File: src/rtl/dffram_wb_slave_pkg.sv
// Shared types for the DFFRAM Wishbone slave: FSM state encoding and RAM address sizing.
package dffram_pkg;

  typedef enum logic [2:0] {
    IDLE,
    ISSUE,
    RDATA,
    ACK,
    ERR
  } state_t;

  // Word-address width for a DFFRAM built from 256-word banks.
  function automatic int unsigned ram_a_width(input int unsigned wsize);
    return 8 + $clog2(wsize);
  endfunction

endpackage

File: src/rtl/dffram_wb_slave_if.sv
// Wishbone classic bus bundle between the SoC interconnect (master) and a DFFRAM slave.
interface dffram_wb_slave_if;
  logic        wb_cyc_i;
  logic        wb_stb_i;
  logic        wb_we_i;
  logic [3:0]  wb_sel_i;
  logic [31:0] wb_adr_i;
  logic [31:0] wb_dat_i;
  logic [31:0] wb_dat_o;
  logic        wb_ack_o;
  logic        wb_err_o;

  modport master (
    output wb_cyc_i, wb_stb_i, wb_we_i, wb_sel_i, wb_adr_i, wb_dat_i,
    input  wb_dat_o, wb_ack_o, wb_err_o
  );

  modport slave (
    input  wb_cyc_i, wb_stb_i, wb_we_i, wb_sel_i, wb_adr_i, wb_dat_i,
    output wb_dat_o, wb_ack_o, wb_err_o
  );
endinterface

File: src/rtl/dffram_wb_slave.sv
// Wishbone classic slave fronting one DFFRAM macro; converts single WB cycles into
// registered RAM strobes and returns registered read data with ack, or err on address miss.
module dffram_wb_slave
  import dffram_pkg::*;
#(
  parameter int unsigned   WSIZE     = 4,
  parameter logic [31:0]   BASE_ADDR = 32'h3000_0000,
  localparam int unsigned  A_WIDTH   = ram_a_width(WSIZE)
) (
  input  logic               clk_i,
  input  logic               rst_ni,
  dffram_wb_slave_if.slave   wb,
  output logic               ram_en_o,
  output logic [3:0]         ram_we_o,
  output logic [A_WIDTH-1:0] ram_a_o,
  output logic [31:0]        ram_di_o,
  input  logic [31:0]        ram_do_i
);

  localparam int unsigned HI = A_WIDTH + 2;

  state_t             r_state, w_state_d;
  logic               r_ack, w_ack_d;
  logic               r_err, w_err_d;
  logic               r_en, w_en_d;
  logic [3:0]         r_we_strb, w_we_strb_d;
  logic [A_WIDTH-1:0] r_a, w_a_d;
  logic [31:0]        r_di, w_di_d;
  logic [31:0]        r_dat, w_dat_d;
  logic               r_wr, w_wr_d;

  logic w_req;
  logic w_hit;
  logic w_unused_adr;

  assign w_req        = wb.wb_cyc_i & wb.wb_stb_i;
  assign w_hit        = (wb.wb_adr_i[31:HI] == BASE_ADDR[31:HI]);
  assign w_unused_adr = ^wb.wb_adr_i[1:0];

  always_comb begin
    w_state_d   = r_state;
    w_ack_d     = 1'b0;
    w_err_d     = 1'b0;
    w_en_d      = 1'b0;
    w_we_strb_d = '0;
    w_a_d       = r_a;
    w_di_d      = r_di;
    w_dat_d     = r_dat;
    w_wr_d      = r_wr;

    unique case (r_state)
      IDLE: begin
        if (w_req && w_hit) begin
          w_state_d   = ISSUE;
          w_a_d       = wb.wb_adr_i[A_WIDTH+1:2];
          w_di_d      = wb.wb_dat_i;
          w_wr_d      = wb.wb_we_i;
          w_en_d      = 1'b1;
          w_we_strb_d = wb.wb_we_i ? wb.wb_sel_i : 4'b0000;
        end else if (w_req) begin
          w_state_d = ERR;
          w_err_d   = 1'b1;
        end
      end
      // The RAM samples at the end of ISSUE whether or not the master is still there.
      ISSUE: begin
        if (!wb.wb_cyc_i) begin
          w_state_d = IDLE;
        end else if (r_wr) begin
          w_state_d = ACK;
          w_ack_d   = 1'b1;
        end else begin
          w_state_d = RDATA;
        end
      end
      RDATA: begin
        if (!wb.wb_cyc_i) begin
          w_state_d = IDLE;
        end else begin
          w_state_d = ACK;
          w_ack_d   = 1'b1;
          w_dat_d   = ram_do_i;
        end
      end
      ACK:     w_state_d = IDLE;
      ERR:     w_state_d = IDLE;
      default: w_state_d = IDLE;
    endcase
  end

  always_ff @(posedge clk_i or negedge rst_ni) begin
    if (!rst_ni) begin
      r_state   <= IDLE;
      r_ack     <= 1'b0;
      r_err     <= 1'b0;
      r_en      <= 1'b0;
      r_we_strb <= '0;
      r_a       <= '0;
      r_di      <= '0;
      r_dat     <= '0;
      r_wr      <= 1'b0;
    end else begin
      r_state   <= w_state_d;
      r_ack     <= w_ack_d;
      r_err     <= w_err_d;
      r_en      <= w_en_d;
      r_we_strb <= w_we_strb_d;
      r_a       <= w_a_d;
      r_di      <= w_di_d;
      r_dat     <= w_dat_d;
      r_wr      <= w_wr_d;
    end
  end

  assign wb.wb_dat_o = r_dat;
  assign wb.wb_ack_o = r_ack;
  assign wb.wb_err_o = r_err;
  assign ram_en_o    = r_en;
  assign ram_we_o    = r_we_strb;
  assign ram_a_o     = r_a;
  assign ram_di_o    = r_di;

endmodule
File: src/flat_wrapper.sv
// flat-port wrapper written by rule: the top's interface ports become plain ports
module dffram_wb_slave_flat import dffram_pkg::*;
#(
  parameter int unsigned   WSIZE     = 4,
  parameter logic [31:0]   BASE_ADDR = 32'h3000_0000,
  localparam int unsigned  A_WIDTH   = ram_a_width(WSIZE)
)
  (clk_i, rst_ni, ram_en_o, ram_we_o, ram_a_o, ram_di_o, ram_do_i, wb_wb_cyc_i, wb_wb_stb_i, wb_wb_we_i, wb_wb_sel_i, wb_wb_adr_i, wb_wb_dat_i, wb_wb_dat_o, wb_wb_ack_o, wb_wb_err_o);
  dffram_wb_slave_if wb_i ();
  input  logic clk_i;
  input  logic rst_ni;
  output logic ram_en_o;
  output logic [3:0] ram_we_o;
  output logic [A_WIDTH-1:0] ram_a_o;
  output logic [31:0] ram_di_o;
  input  logic [31:0] ram_do_i;
  input wire logic [$bits(wb_i.wb_cyc_i)-1:0] wb_wb_cyc_i;
  input wire logic [$bits(wb_i.wb_stb_i)-1:0] wb_wb_stb_i;
  input wire logic [$bits(wb_i.wb_we_i)-1:0] wb_wb_we_i;
  input wire logic [$bits(wb_i.wb_sel_i)-1:0] wb_wb_sel_i;
  input wire logic [$bits(wb_i.wb_adr_i)-1:0] wb_wb_adr_i;
  input wire logic [$bits(wb_i.wb_dat_i)-1:0] wb_wb_dat_i;
  output wire logic [$bits(wb_i.wb_dat_o)-1:0] wb_wb_dat_o;
  output wire logic [$bits(wb_i.wb_ack_o)-1:0] wb_wb_ack_o;
  output wire logic [$bits(wb_i.wb_err_o)-1:0] wb_wb_err_o;
  assign wb_i.wb_cyc_i = wb_wb_cyc_i;
  assign wb_i.wb_stb_i = wb_wb_stb_i;
  assign wb_i.wb_we_i = wb_wb_we_i;
  assign wb_i.wb_sel_i = wb_wb_sel_i;
  assign wb_i.wb_adr_i = wb_wb_adr_i;
  assign wb_i.wb_dat_i = wb_wb_dat_i;
  assign wb_wb_dat_o = wb_i.wb_dat_o;
  assign wb_wb_ack_o = wb_i.wb_ack_o;
  assign wb_wb_err_o = wb_i.wb_err_o;
  dffram_wb_slave #(.WSIZE(WSIZE), .BASE_ADDR(BASE_ADDR)) u_core (.clk_i(clk_i), .rst_ni(rst_ni), .wb(wb_i), .ram_en_o(ram_en_o), .ram_we_o(ram_we_o), .ram_a_o(ram_a_o), .ram_di_o(ram_di_o), .ram_do_i(ram_do_i));
endmodule
File: config.mk
export PLATFORM = sky130hd
export DESIGN_NAME = dffram_wb_slave_flat
export DESIGN_NICKNAME = d
export VERILOG_FILES = /design/src/rtl/dffram_wb_slave_pkg.sv /design/src/rtl/dffram_wb_slave_if.sv /design/src/rtl/dffram_wb_slave.sv /design/src/flat_wrapper.sv
export SDC_FILE = /design/constraint.sdc
export NUM_CORES = 1
export LEC_CHECK = 0
export BUFFER_PORTS_ARGS = -buffer_cell sky130_fd_sc_hd__buf_2
export CORE_MARGIN = 5
export CORE_UTILIZATION = 47
export CTS_CLUSTER_DIAMETER = 50
export DETAILED_ROUTE_END_ITERATION = 8
export PLACE_DENSITY = 0.85
export RECOVER_POWER = 25
export SETUP_SLACK_MARGIN = 0.1
export SYNTH_ARGS = -nofsm -noshare
export SYNTH_HDL_FRONTEND = slang
export SYNTH_SLANG_ARGS = --single-unit
File: constraint.sdc
create_clock -name clk_i -period 2.7 [get_ports clk_i]
set_input_delay 0.54 -clock clk_i [delete_from_list [all_inputs] [get_ports clk_i]]
set_output_delay 0.54 -clock clk_i [all_outputs]
set_load 0.02 [all_outputs]
==> impl_metrics.ini, run 1 <==
[outcome]
outcome = finished, final reports clean

[synth]
syn_area_mm2 = 0.00319
ys_seq_area_share_pct = 66.7
synth_nets = 296
synth_area_per_cell_um2 = 16.7
synthDistinctLibCells = 20
yosys_warnings = 0
synth_seq_cells = 85
synthCells = 191

[floorplan]
die_y_um = 92.4
floorplan.initialDensity_pct = 47.7
die_area_mm2 = 0.00853
rows = 30
core_area_mm2 = 0.00668
num_io_pins = 186
die_w_um = 92.4

[sta]
slew_violations = 0
hold_viol_final = 0
hold-worst-slack_ps = 142
tns_ps = 0
tightest_slew_ps = 1140
finalCriticalPeriod_ps = 1980
relSlewSlack_pct = 24.0
setup_violations = 0
clock_skew_ps = 9.18
rsz0062_at_grt = false
max_freq_ghz = 0.506
min_period_over_period_pct = 73.2

[drt]
drc = 0
vias = 2278
via_per_inst = 4.90
drt-total-wl_um = 7570
detail-route-antenna-nets = 0
drt_first_iter_violations = 53
wl_per_cell_um = 16.3
first_pass_iters = 6

[worst_hold_path]
hold_path_class = in2async

[clock_tree]
postCtsSetupBuffers = 0
cts-resized-gates = 0
cts-root-buf = clkbuf_8
cts.clk_slew.worst_paths_ps = 90
cts_buffer_depth = 2
ctsHoldBuffers = 0
clk_latency_ps = 340
h-tree-depth = 3
cts-buffers-inserted = 9
tritoncts = built
cts.sinks = 85

[final_layout]
fin_util_pct = 65.2
syn_to_final_growth_pct = 36.7
mostFrequentLayoutCells = 182 x buf_2, 85 x dfrtp_1, 72 x mux2_2
drive_gt1_share_pct = 71.7
fin_nets = 485
final_common_cell = buf_2
nFillCells = 511
antenna_cells = 0

[power]
peakVddDrop_mv = 0.276
cellPowerDensity_mw_per_mm2 = 546
power_leakage_nw = 2.56

[setup_path]
worst_setup_path_end_kind = flip-flop
worstPathRequired_ps = 2920
arrival_ps = 2190
crit_path_max_fanout = 44
crit_type = in2reg
start_kind = input pin

[global_routing]
gr-total-overflow = 0
grt_pass1_vias = 2603
grt_pass1_wl_um = 12400
antenna_found_initial = 0
grt_max_degree = 50
grt_use_total_pct = 18.5

[placement]
gp_congestion = 0.699
post-dp-hpwl_um = 5990
numPortBuffers = 183

[run]
drv_cap = 0
==> metal layers <==
| layer | up-vias | routed length [um] | global-route usage (%) |
|---|---|---|---|
| met5 | - | 0 | 0 |
| met4 | 0 | 180 | 7.55 |
| met3 | 16 | 744 | 5.69 |
| met2 | 125 | 3940 | 32.3 |
| met1 | 1081 | 2710 | 20.9 |
| li1 | 1056 | - | - |
==> cell usage after synthesis <==
library cell / instances / share of area (%)
clkbuf_1: 1 / 0.12
buf_2: 3 / 0.47
mux2_1: 3 / 1.1
o21a_1: 1 / 0.24
nor3_1: 1 / 0.16
and2_1: 1 / 0.20
nor2_1: 3 / 0.35
nor4_1: 4 / 0.78
buf_6: 4 / 1.4
or2_2: 1 / 0.20
nor3b_1: 2 / 0.47
nand3_1: 1 / 0.16
nor4bb_1: 1 / 0.31
xnor2_1: 1 / 0.27
and3_1: 4 / 0.78
mux2_2: 72 / 25
nand2_1: 1 / 0.12
nor3_4: 1 / 0.51
dfrtp_1: 85 / 67
nand3b_1: 1 / 0.24
==> final cells by class <==
type | instances | area, um2 | area share (%)
clock buffer | 10 | 138 | 3.16
clock inverter | 6 | 45.0 | 1.03
multi-input combinational | 98 | 997 | 22.9
sequential | 85 | 2130 | 48.8
tap | 80 | 100 | 2.30
timing repair buffer | 186 | 951 | 21.8
==> path summary, 6_finish.rpt <==
kind | from | end | slack (ps) | cells past startpoint
setup / recovery | wb_wb_adr_i[13] | u_core.ram_di_o[4] | 720 | 6
setup reg to reg | u_core.r_state[0] | u_core.wb.wb_dat_o[24] | 770 | 4
hold reg to reg | u_core.r_state[2] | u_core.r_state[1] | 460 | 1
min in group clk_i | wb_wb_dat_i[26] | u_core.ram_di_o[26] | 410 | 2
hold / removal | rst_ni | u_core.ram_di_o[11] | 140 | 1
max in group asynchronous | rst_ni | u_core.ram_di_o[5] | 1080 | 2
==> sequential cells by signal, indices dropped and copies added (netlist names) <==
register,cells
u_core.r_state,3
u_core.r_wr,1
u_core.ram_a_o,10
u_core.ram_di_o,32
u_core.ram_en_o,1
u_core.ram_we_o,4
u_core.wb.wb_ack_o,1
u_core.wb.wb_dat_o,32
u_core.wb.wb_err_o,1
==> report_power, final <==
group          internal (mW)  switching, mW  total (mW)
Clock                  0.364          0.454       0.818
Combinational          0.108          0.123       0.231
Sequential              1.31         0.0178        1.33
==> critical path, stage by stage <==
cell	delay, ps
buf_2	100
nor4_1	350
nand3_1	270
nor3_4	280
buf_12	270
mux2_2	380
==> through the flow <==
stage	area (um2)	total power, mW	std cells	worst slack (ps)
CTS	4370	2.42	465	710
finish	4360	2.38	465	725
global route	4360	2.49	465	605
floorplan	3190	1.44	191	690
detailed placement	4190	1.60	449	351
global placement	4190	1.58	449	393
==> logic make-up (layout without fill, tap and decap cells) <==
family | after synthesis | count (layout) | synth area share, %
AND/OR/NAND/NOR | 21 | 21 | 4.28
multiplexers | 75 | 75 | 26.5
flip-flops | 85 | 85 | 66.7
buffers and inverters | 8 | 202 | 2.00
XOR/XNOR | 1 | 1 | 0.275
AO/OA/AOI/OAI | 1 | 1 | 0.236
No activity file was read; power rests on OpenSTA's default activity.
==> run 2: changes to the inputs <==
--- a/config.mk
+++ b/config.mk
@@ -7,10 +7,10 @@
 export LEC_CHECK = 0
 export BUFFER_PORTS_ARGS = -buffer_cell sky130_fd_sc_hd__buf_2
 export CORE_MARGIN = 5
-export CORE_UTILIZATION = 47
+export CORE_UTILIZATION = 43
 export CTS_CLUSTER_DIAMETER = 50
 export DETAILED_ROUTE_END_ITERATION = 8
-export PLACE_DENSITY = 0.85
+export PLACE_DENSITY = 0.79
 export RECOVER_POWER = 25
 export SETUP_SLACK_MARGIN = 0.1
 export SYNTH_ARGS = -nofsm -noshare
==> constraint.sdc (replaced) <==
create_clock -name clk_i -period 1.92 [get_ports clk_i]
set_input_delay 0.384 -clock clk_i [delete_from_list [all_inputs] [get_ports clk_i]]
set_output_delay 0.384 -clock clk_i [all_outputs]
set_load 0.02 [all_outputs]
==> run 2 against run 1 <==
Compared with the run above: combinational power is 43% higher; flip-flop and latch count stayed put; count of clock-buffer cells in the layout stayed put; clock power is 47% higher; global-route usage is 1.4 points lower; core utilization is 2.6 points lower; clock skew is 1.4 ps higher; register-to-register slack worse by 590 ps; critical path type is now reg2reg; critical endpoint is now u_core.r_wr; largest power group unchanged.
==> impl_metrics.ini, run 2 (synthesis gave the netlist of run 1 again) <==
[outcome]
outcome = finished, final reports clean

[drt]
vias = 2332
wl_per_cell_um = 16.3
via_per_inst = 4.72
drt-total-wl_um = 8060
drc = 0
first_pass_iters = 4
detail-route-antenna-nets = 0
drt_first_iter_violations = 41

[power]
cellPowerDensity_mw_per_mm2 = 749
power_switching_mw = 0.873
seq_power_share_pct = 55.0
power.internal_mw = 2.53
power_leakage_nw = 2.64
p_clk_share_pct = 35.3
peakVddDrop_mv = 0.332
pwr-share-comb_pct = 9.7
p_sw_share_pct = 25.7
power.total_mw = 3.40

[placement]
dpl_worst_slack_ps = -97.1
gp_congestion = 0.704
post-dp-hpwl_um = 5990
place_area_mm2 = 0.00426
numPortBuffers = 183

[floorplan]
rows = 31
floorplan.initialDensity_pct = 44.0
core_area_mm2 = 0.00725
num_io_pins = 186
die_y_um = 96.1
die_w_um = 96.1
die_area_mm2 = 0.00924

[final_layout]
final_area_mm2 = 0.00454
fin_util_pct = 62.6
antenna_cells = 0
final_common_cell = buf_2
drive_gt1_share_pct = 72.4
mostFrequentLayoutCells = 182 x buf_2, 85 x dfrtp_1, 72 x mux2_2
syn_to_final_growth_pct = 42.4
fin_nets = 495

[clock_tree]
cts.clk_slew.worst_paths_ps = 90
cts-root-buf = clkbuf_8
h-tree-depth = 3
cts.sinks = 85
cts_buffer_depth = 2
clk_latency_ps = 350
tritoncts = built
cts-buffers-inserted = 9

[setup_path]
arrival_ps = 1970
worst_setup_path_end_kind = flip-flop
crit_type = reg2reg
crit_path_max_fanout = 11
start_kind = flip-flop
worstPathRequired_ps = 2150

[sta]
tightest_slew_ps = 789
min_period_over_period_pct = 90.7
tns_ps = 0
max_freq_ghz = 0.574
relSlewSlack_pct = 47.4
finalCriticalPeriod_ps = 1740
hold_viol_final = 0
rsz0062_at_grt = false
setup_violations = 0
setup_slack_ps = 178
slew_violations = 0
clock_skew_ps = 10.6

[global_routing]
grt_use_total_pct = 17.0
gr-total-overflow = 0
grt_pass1_wl_um = 11900
grt_max_degree = 55
antenna_found_initial = 1
grt_pass1_vias = 2534

[run]
drv_cap = 0

[worst_hold_path]
hold_path_class = in2reg
[run 2: changes by cell type in the layout (fill, tap and decap cells not counted)]
cell	previous run	this run
buf_12	1	3
buf_4	2	4
buf_6	0	2
clkbuf_16	0	2
clkbuf_4	0	1
clkinv_2	1	0
clkinvlp_4	3	2
dlygate4sd3_1	0	1
inv_6	2	3
inv_8	0	1
nor3b_1	2	1
nor3b_2	0	1
[run 2: cell type report]
class	instances	area, um2
clock buffers	10	138
clock inverters	6	52.6
fillers	598	2710
multi-input cells	98	1000
flip-flops and latches	85	2130
well taps	99	124
repair buffers	196	1100
[run 2: power by group through the flow]
| stage | logic [mW] | clock network, mW | registers [mW] |
|---|---|---|---|
| final | 0.331 | 1.20 | 1.87 |
| after global routing | 0.365 | 1.34 | 1.88 |
| after CTS | 0.341 | 1.25 | 1.87 |
| after detailed placement | 0.338 | 0 | 1.91 |
| after global placement | 0.329 | 0 | 1.90 |
| after floorplan | 0.0536 | 0 | 1.98 |
[run 2: final timing paths]
path / start / slack [ps] / depth (start not counted) / end
hold / removal: wb_wb_dat_i[26] / 240 / 2 / u_core.ram_di_o[26]
setup reg to reg: u_core.r_state[0] / 180 / 6 / u_core.r_wr
hold reg to reg: u_core.r_state[2] / 490 / 1 / u_core.r_state[1]
setup / recovery: u_core.r_state[0] / 180 / 6 / u_core.r_wr
max in group asynchronous: rst_ni / 340 / 3 / u_core.wb.wb_dat_o[29]
min in group asynchronous: rst_ni / 640 / 2 / u_core.wb.wb_dat_o[23]
[run 2: metal layers]
| metal | vias up | GRT usage [%] | part of all wire [%] |
|---|---|---|---|
| met5 | - | 0 | 0.12 |
| met4 | 2 | 7.11 | 1.2 |
| met3 | 9 | 5.86 | 10 |
| met2 | 104 | 30.0 | 52 |
| met1 | 1143 | 18.6 | 36 |
| li1 | 1074 | - | - |
[run 2: timing repair]
item / 4_1_cts / 5_1_grt
pin swaps: 0 / 2
gates resized for setup: 0 / 1
gates cloned: 0 / 3
endpoints found under the hold margin: 31 / 0
hold buffers: 1 / 0
buffers inserted: 0 / 2
setup endpoints to repair: 15 / 43
[run 2: through the flow]
step,hold slack (ps),cells
6_report,245,494
5_1_grt,225,494
4_1_cts,223,489
3_5_place_dp,351,472
3_3_place_gp,346,472
2_1_floorplan,88.4,191
[run 2: critical path, cell delays in order, from the launching register on]
cell and delay (ps):
dfrtp_1 390, nor3b_2 200, nand3b_1 180, nor3_4 190
buf_12 150, buf_6 160, mux2_2 350
==> run 3: changes to the inputs <==
--- a/config.mk
+++ b/config.mk
@@ -5,7 +5,7 @@
 export SDC_FILE = /design/constraint.sdc
 export NUM_CORES = 1
 export LEC_CHECK = 0
-export BUFFER_PORTS_ARGS = -buffer_cell sky130_fd_sc_hd__buf_2
+export BUFFER_PORTS_ARGS = -buffer_cell sky130_fd_sc_hd__buf_4
 export CORE_MARGIN = 5
 export CORE_UTILIZATION = 43
 export CTS_CLUSTER_DIAMETER = 50
==> run 3 against run 2 <==
Compared with the run above: clock power down 5%; sequential power barely moved; critical path depth unchanged; power increased by 1.0%; combinational power is 27% higher; design area is 9.8% higher; register-to-register slack better by 20 ps; critical path type unchanged.
==> impl_metrics.ini, run 3 (synthesis gave the netlist of run 1 again) <==
[placement]
numPortBuffers = 183
gp_congestion = 0.679
post-dp-hpwl_um = 6210
dpl.cell_count = 472

[sta]
min_period_over_period_pct = 89.7
clock_skew_ps = 6.79
relSlewSlack_pct = 50.6
tightest_slew_ps = 740
slew_violations = 0
max_freq_ghz = 0.580
rsz0062_at_grt = true
tns_ps = 0
setup_violations = 0
finalCriticalPeriod_ps = 1720
hold_viol_final = 0

[setup_path]
crit_family = simple AND/OR/NAND/NOR gates
cpPeakStageDelay_ps = 400
worst_setup_path_end_kind = flip-flop
crit_path_max_fanout = 13
crit_path_top_delay_cell = dfrtp_1
start_kind = flip-flop
path_buf_inv = 2
arrival_ps = 1950
worstPathRequired_ps = 2140
crit_chain = nor3b_2 > nand3b_1 > nor3_4 > buf_6 > buf_12 > mux2_2
crit_type = reg2reg

[drt]
wl_per_cell_um = 16.4
detail-route-antenna-nets = 0
via_per_inst = 4.65
vias = 2294
drt-total-wl_um = 8060
drc = 0
drt_first_iter_violations = 43
first_pass_iters = 4

[clock_tree]
cts-root-buf = clkbuf_8
cts-buffers-inserted = 9
cts.clk_slew.worst_paths_ps = 90
cts_buffer_depth = 2
h-tree-depth = 3
tritoncts = built
cts.sinks = 85
clk_latency_ps = 340

[final_layout]
register_area_mm2 = 0.00213
fin_util_pct = 68.7
syn_to_final_growth_pct = 56.4
multi_input_area_mm2 = 0.00100
antenna_cells = 0
mostFrequentLayoutCells = 183 x buf_4, 85 x dfrtp_1, 72 x mux2_2
nFillCells = 529
fin_nets = 494
final_common_cell = buf_4
drive_gt1_share_pct = 72.3
instances_no_fill = 493

[global_routing]
grt_pass1_vias = 2458
gr-total-overflow = 0
antenna_found_initial = 0
grt_use_total_pct = 17.1
grt_max_degree = 58
grt_pass1_wl_um = 11700

[power]
cellPowerDensity_mw_per_mm2 = 689
p_sw_share_pct = 25.0
power.total_mw = 3.44
power_switching_mw = 0.861
peakVddDrop_mv = 0.529
p_clk_share_pct = 33.3
power_leakage_nw = 2.72
pwr-share-comb_pct = 12.2
seq_power_share_pct = 54.5
power.internal_mw = 2.58

[floorplan]
die_w_um = 96.1
floorplan.initialDensity_pct = 44.0
die_area_mm2 = 0.00924
core_area_mm2 = 0.00725
die_y_um = 96.1
num_io_pins = 186
rows = 31

[worst_hold_path]
hold_path_class = in2reg

[outcome]
outcome = finished, final reports clean

[run]
drv_cap = 0
## run 3: changes by cell type in the layout (fill, tap and decap cells not counted), sizes merged
cell	delta
buf	-3
bufbuf	+1
clkinv	+2
inv	-1
## run 3: what timing repair did
item                                    CTS  global route
pin swaps                                 2             3
endpoints found under the setup margin   34            46
hold buffers                              1             0
gates resized for setup                   2             0
cloned                                    1             1
buffers inserted                          2             0
hold endpoints to repair                 28             0
## run 3: cell type report
class,count,share of cell area [%]
clock buffer,9,2.48
sequential,85,42.7
clock inverter,7,1.15
multi-input combinational,98,20.1
tap,99,2.48
timing repair buffer,195,31.1
## run 3: worst paths after layout
| kind | cells past startpoint | start | slack [ps] | to |
|---|---|---|---|---|
| max | 6 | u_core.r_state[2] | 200 | u_core.ram_di_o[0] |
| min in group asynchronous | 2 | rst_ni | 640 | u_core.wb.wb_dat_o[20] |
| max in group asynchronous | 3 | rst_ni | 330 | u_core.wb.wb_dat_o[17] |
| min | 2 | wb_wb_dat_i[26] | 250 | u_core.ram_di_o[26] |
| min reg2reg | 1 | u_core.r_state[2] | 490 | u_core.r_state[1] |
| max reg2reg | 6 | u_core.r_state[2] | 200 | u_core.ram_di_o[0] |
## run 3: routing by layer
metal,up-vias,share of wire [%],global-route usage (%)
met5,-,0,0
met4,0,1.4,6.87
met3,8,10,5.32
met2,110,51,29.2
met1,1093,38,19.9
li1,1083,-,-
## run 3: per-stage QoR
stage	area (um2)	setup WS [ps]	hold WS, ps
global route	4990	73.2	229
global placement	4720	-115	330
floorplan	3190	119	88.4
finish	4990	197	254
detailed placement	4720	-139	342
CTS	4970	110	235
## run 3: power groups by stage
stage,logic (mW),registers (mW),clock network [mW]
CTS,0.430,1.87,1.19
floorplan,0.0536,1.98,0
finish,0.419,1.87,1.14
global route,0.451,1.88,1.29
detailed placement,0.428,1.91,0
global placement,0.417,1.91,0
